**src/rtl/rng_draw_controller.sv**
```systemverilog
// Runs the external enable counter while a request is held, freezes it on release,
// then reduces the captured sample modulo the requested range with a restoring divider.
module rng_draw_controller #(
    parameter int WIDTH          = 32,
    parameter int OUT_WIDTH      = 8,
    parameter int MIN_RUN_CYCLES = 16
) (
    input  logic                 clk,
    input  logic                 reset,
    input  logic                 start_req,
    input  logic [OUT_WIDTH-1:0] range,
    input  logic [WIDTH-1:0]     counter_value,
    output logic                 counter_enable,
    output logic [WIDTH-1:0]     raw_value,
    output logic [OUT_WIDTH-1:0] result,
    output logic                 result_valid,
    input  logic                 result_ready,
    output logic                 busy,
    output logic                 error
);
    localparam int RUN_W = $clog2(MIN_RUN_CYCLES + 1);
    localparam int BIT_W = $clog2(WIDTH + 1);

    typedef enum logic [2:0] {IDLE, RUN, CAPTURE, REDUCE, PRESENT} state_t;

    state_t               state, state_next;
    logic [RUN_W-1:0]     run_cnt, run_inc;
    logic [BIT_W-1:0]     bit_cnt;
    logic [WIDTH-1:0]     dividend;
    logic [OUT_WIDTH-1:0] range_q;
    logic [OUT_WIDTH-1:0] rem, rem_next;
    logic [OUT_WIDTH:0]   rem_shift;
    logic                 err_lock;

    // Saturating count of RUN cycles including the current one.
    assign run_inc = (run_cnt == RUN_W'(MIN_RUN_CYCLES)) ? run_cnt : run_cnt + 1'b1;

    // One restoring-division step; the remainder always fits back into OUT_WIDTH bits.
    assign rem_shift = {rem, dividend[WIDTH-1]};
    assign rem_next  = OUT_WIDTH'((rem_shift >= {1'b0, range_q}) ? rem_shift - {1'b0, range_q}
                                                                  : rem_shift);

    always_comb begin
        state_next = state;
        case (state)
            IDLE:    if (start_req && range != '0) state_next = RUN;
            RUN:     if (!start_req && run_inc == RUN_W'(MIN_RUN_CYCLES)) state_next = CAPTURE;
            CAPTURE: state_next = REDUCE;
            REDUCE:  if (bit_cnt == BIT_W'(WIDTH - 1)) state_next = PRESENT;
            PRESENT: if (result_ready) state_next = IDLE;
            default: state_next = IDLE;
        endcase
    end

    always_ff @(posedge clk or posedge reset) begin
        if (reset) begin
            state     <= IDLE;
            run_cnt   <= '0;
            bit_cnt   <= '0;
            dividend  <= '0;
            range_q   <= '0;
            rem       <= '0;
            raw_value <= '0;
            result    <= '0;
            error     <= 1'b0;
            err_lock  <= 1'b0;
        end else begin
            state <= state_next;
            error <= (state == IDLE) && start_req && (range == '0) && !err_lock;
            // A zero-range request reports once until the request is released.
            if (!start_req)
                err_lock <= 1'b0;
            else if (state == IDLE && range == '0)
                err_lock <= 1'b1;

            case (state)
                IDLE: begin
                    if (start_req && range != '0) begin
                        range_q <= range;
                        run_cnt <= '0;
                    end
                end
                RUN: run_cnt <= run_inc;
                CAPTURE: begin
                    raw_value <= counter_value;
                    dividend  <= counter_value;
                    rem       <= '0;
                    bit_cnt   <= '0;
                end
                REDUCE: begin
                    rem      <= rem_next;
                    dividend <= dividend << 1;
                    bit_cnt  <= bit_cnt + 1'b1;
                    if (state_next == PRESENT) result <= rem_next;
                end
                default: ;
            endcase
        end
    end

    assign counter_enable = (state == RUN);
    assign busy           = (state != IDLE);
    assign result_valid   = (state == PRESENT);
endmodule

```
**config.mk**
```make
export PLATFORM = sky130hd
export DESIGN_NAME = rng_draw_controller
export DESIGN_NICKNAME = d
export VERILOG_FILES = /design/src/rtl/rng_draw_controller.sv
export SDC_FILE = /design/constraint.sdc
export NUM_CORES = 1
export LEC_CHECK = 0
export ABC_AREA = 1
export BUFFER_PORTS_ARGS = -buffer_cell sky130_fd_sc_hd__buf_4
export CAP_MARGIN = 20
export CORE_MARGIN = 3
export CORE_UTILIZATION = 36
export CTS_BUF_LIST = sky130_fd_sc_hd__clkbuf_4
export CTS_CLUSTER_DIAMETER = 120
export CTS_CLUSTER_SIZE = 10
export DETAILED_ROUTE_END_ITERATION = 16
export PLACE_DENSITY_LB_ADDON = 0.05
export SETUP_SLACK_MARGIN = 0.4
export SLEW_MARGIN = 30
export SYNTH_ARGS = -nofsm -noshare
export SYNTH_HDL_FRONTEND = slang
export SYNTH_SLANG_ARGS = --single-unit
```
**constraint.sdc**
```tcl
create_clock -name clk -period 3.1 [get_ports clk]
set_clock_uncertainty 0.05 [all_clocks]
set_input_delay 0 -clock clk [delete_from_list [all_inputs] [get_ports clk]]
set_output_delay 0 -clock clk [all_outputs]
set_load 0.05 [all_outputs]
```
==> results.md <==
- Design area: 0.00614 mm2
- Clock sink count: 104
- Antenna Cells: 0
- Layout area overhead: 28.8%
- Min Clock Period, post-route: 2.01 ns
- Seq cells post-synth: 104
- Top Ports: 88
- Synthesized area: 0.00477 mm2
- Worst-path clk slew: 0.15 ns
- Final Max Slew Viols: 0
- Final WL: 10.9 mm
- Relative slew slack: 0.602
- Post-CTS resize count: 0
- DIE AREA: 0.0147 mm2
- Max Fanout on Critical Path: 8
- Crit Path Category: flop to flop
- Avg WL per Cell: 12.8 um
- FMAX: 498 MHz
- PortBufs: 87
- Core outline area: 0.0128 mm2
- Post-DRT Antenna Nets: 0
- Critical Path Max Stage Delay: 0.44 ns
- Most frequent cells in the layout: nand2_1 (192), dfrtp_1 (104), buf_4 (90)
- Syn_nets: 607
- Launching element type of the critical path: flop
- Reg2Reg Depth: 9
- GP Congestion: 0.818
- Worst slew pin tran: 0.596 ns
- Die Width: 121 um
- Initial DRT Pass Iterations: 4
- Vias post-DR: 3983
- RSZ-0062 raised after global routing: false
- Max H-tree Level: 3
- Post-synthesis cell count: 551
- CP max-delay cell: dfrtp_1
- Cell row count: 41
- Unique masters post-synth: 31
- Period utilisation layout: 0.648
- Die Span Y: 121 um
- Dpl hpwl: 7.40 mm
- Static Leak: 3.27 nW
- Initial antenna violation count: 0
- Worst-Skew Late Latency: 0.46 ns
- Vias in the first global route: 3961
- Reg-to-Reg End: result[0]
- Post-Syn Area per Cell: 8.66 um2
- Crit path DAT: 2.32 ns
- Starting Density: 0.373
- Max VDD drop: 0.585 mV
- Commonest non-fill, non-tap cell in the layout: nand2_1
- Clock Path Buffers: 2
- DRC errors left: 0
- Worst slack at placement: 1.05 ns
- CP most frequent cell: nand2_1
- Via density: 4.65
- Global route total overflow: 0
- Hold WC Path Type: primary input to asynchronous set/reset pin
- Clock buffer count from CTS: 9
- Synth warnings: 0
- Core Util, Final: 0.481
- Max Cap Viol: 0
- Post-synthesis sequential area ratio: 0.546
- All-Layer GR Usage: 0.157
- CP cell instances: ha_1 -> nand2_1 -> inv_1 -> a21oi_1 -> nand2_1 -> nand2_1 -> nand3_1 -> nand3_1 -> nand2_1
- CTS tree: built
- Initial drt markers: 221
- Filler cells: 1247
- Finish-stage setup viols: 0
- First-pass GRT wire length: 18.6 mm
- Worst endpoint required time: 3.41 ns
- Layout cells sized above 1: 0.174
- Worst reg-to-reg setup slack: 1.09 ns
- R2R Path Start: rem[4]
- Total negative slack: 0 ns
- Critical path capture point type: flop
- Final nets: 736
- Status: finished clean
- DP Area: 0.00558 mm2
- Pwr dens: 1010 mW/mm2
- Final Hold Fails: 0
- Setup WS post-layout: 1.09 ns
- CTS root buf: clkbuf_4
- Largest net degree at the start of global routing: 105
what timing repair did:
action                                 4_1_cts  5_1_grt
endpoints found under the hold margin      181        0
setup buffers                                0        0
setup endpoints to repair                    0        0
hold buffers                                44        0
routing by layer:
metal / wire length, um / global-route usage / share of wire / up-vias
li1: - / - / - / 2021
met1: 5190 / 0.215 / 0.47 / 1885
met2: 5200 / 0.250 / 0.48 / 65
met3: 384 / 0.0289 / 0.035 / 12
met4: 171 / 0.0581 / 0.016 / 0
met5: 0 / 0 / 0 / -
logic make-up after synthesis:
kind of cell | count (synthesis) | synth area share
AOI/OAI and AO/OA | 58 | 0.0889
and+or+nand+nor | 260 | 0.223
buffers and inverters | 108 | 0.0931
xor gates and xnor gates | 9 | 0.0165
DFF | 104 | 0.546
adders and majority gates | 12 | 0.0331
cells in the mapped netlist:
cell,instances,area [um2]
a21boi_0,1,7.51
a21oi_1,2,10.0
a22o_1,1,8.76
buf_2,4,20.0
buf_4,1,7.51
buf_6,4,45.0
clkbuf_1,8,30.0
dfrtp_1,104,2600
fa_1,1,20.0
ha_1,11,138
inv_1,85,319
inv_2,6,22.5
nand2_1,192,721
nand2_2,1,6.26
nand3_1,38,190
nand3b_1,1,7.51
nand4_1,5,31.3
nor2_1,18,67.6
nor2_2,1,6.26
nor2_4,1,11.3
nor3_1,1,5.00
nor3_2,1,10.0
o21ai_0,14,70.1
o21ai_1,3,15.0
o221ai_1,31,272
o22ai_1,4,25.0
o31ai_1,1,7.51
o41ai_1,1,8.76
or2_2,1,6.26
xnor2_1,2,17.5
xor2_1,7,61.3
power breakdown:
| part | switching [W] | internal, W |
|---|---|---|
| combinational | 0.00225 | 0.00111 |
| sequential | 0.000294 | 0.00189 |
| clock | 0.000456 | 0.000195 |
| total | 0.00300 | 0.00319 |
sequential cells by signal (all words and copies together) (netlist names):
name,cells
result,8
run_cnt,5
rem,8
range_q,8
state,3
bit_cnt,6
dividend,32
raw_value,32
error,1
err_lock,1
worst max path at each step:
stage / startpoint / to / slack [ns]
floorplan: state[0] / run_cnt[0] / 1.35
global placement: rem[3] / result[6] / 1.13
detailed placement: state[1] / raw_value[0] / 1.05
CTS: state[1] / raw_value[0] / 1.06
global route: state[1] / raw_value[0] / 0.87
finish: rem[4] / result[0] / 1.09
critical path: cells and delay by family (launching register included):
family	cells	cell delay, ns
AO/OA/AOI/OAI	1	0.18
flip-flops	1	0.44
AND/OR/NAND/NOR	6	0.84
adder cells (fa/ha/maj)	1	0.35
buffers and inverters	1	0.05
stage by stage:
| step | power [W] | std cells | hold WS (ns) |
|---|---|---|---|
| after floorplan | 0.00469 | 551 | 0.0340 |
| after global placement | 0.00551 | 797 | 0.142 |
| after detailed placement | 0.00555 | 797 | 0.152 |
| after CTS | 0.00626 | 857 | 0.171 |
| after global routing | 0.00673 | 857 | 0.192 |
| final | 0.00619 | 857 | 0.155 |
cell type report:
type / instances / area [um2] / share of cell area
timing repair buffer: 135 / 1140 / 0.185
multi-input combinational: 339 / 1730 / 0.281
clock inverter: 4 / 28.8 / 0.00468
tap: 172 / 215 / 0.0350
sequential: 104 / 2600 / 0.424
inverter: 91 / 345 / 0.0562
clock buffer: 12 / 90.1 / 0.0147
Power figures use the tool's default switching activity.
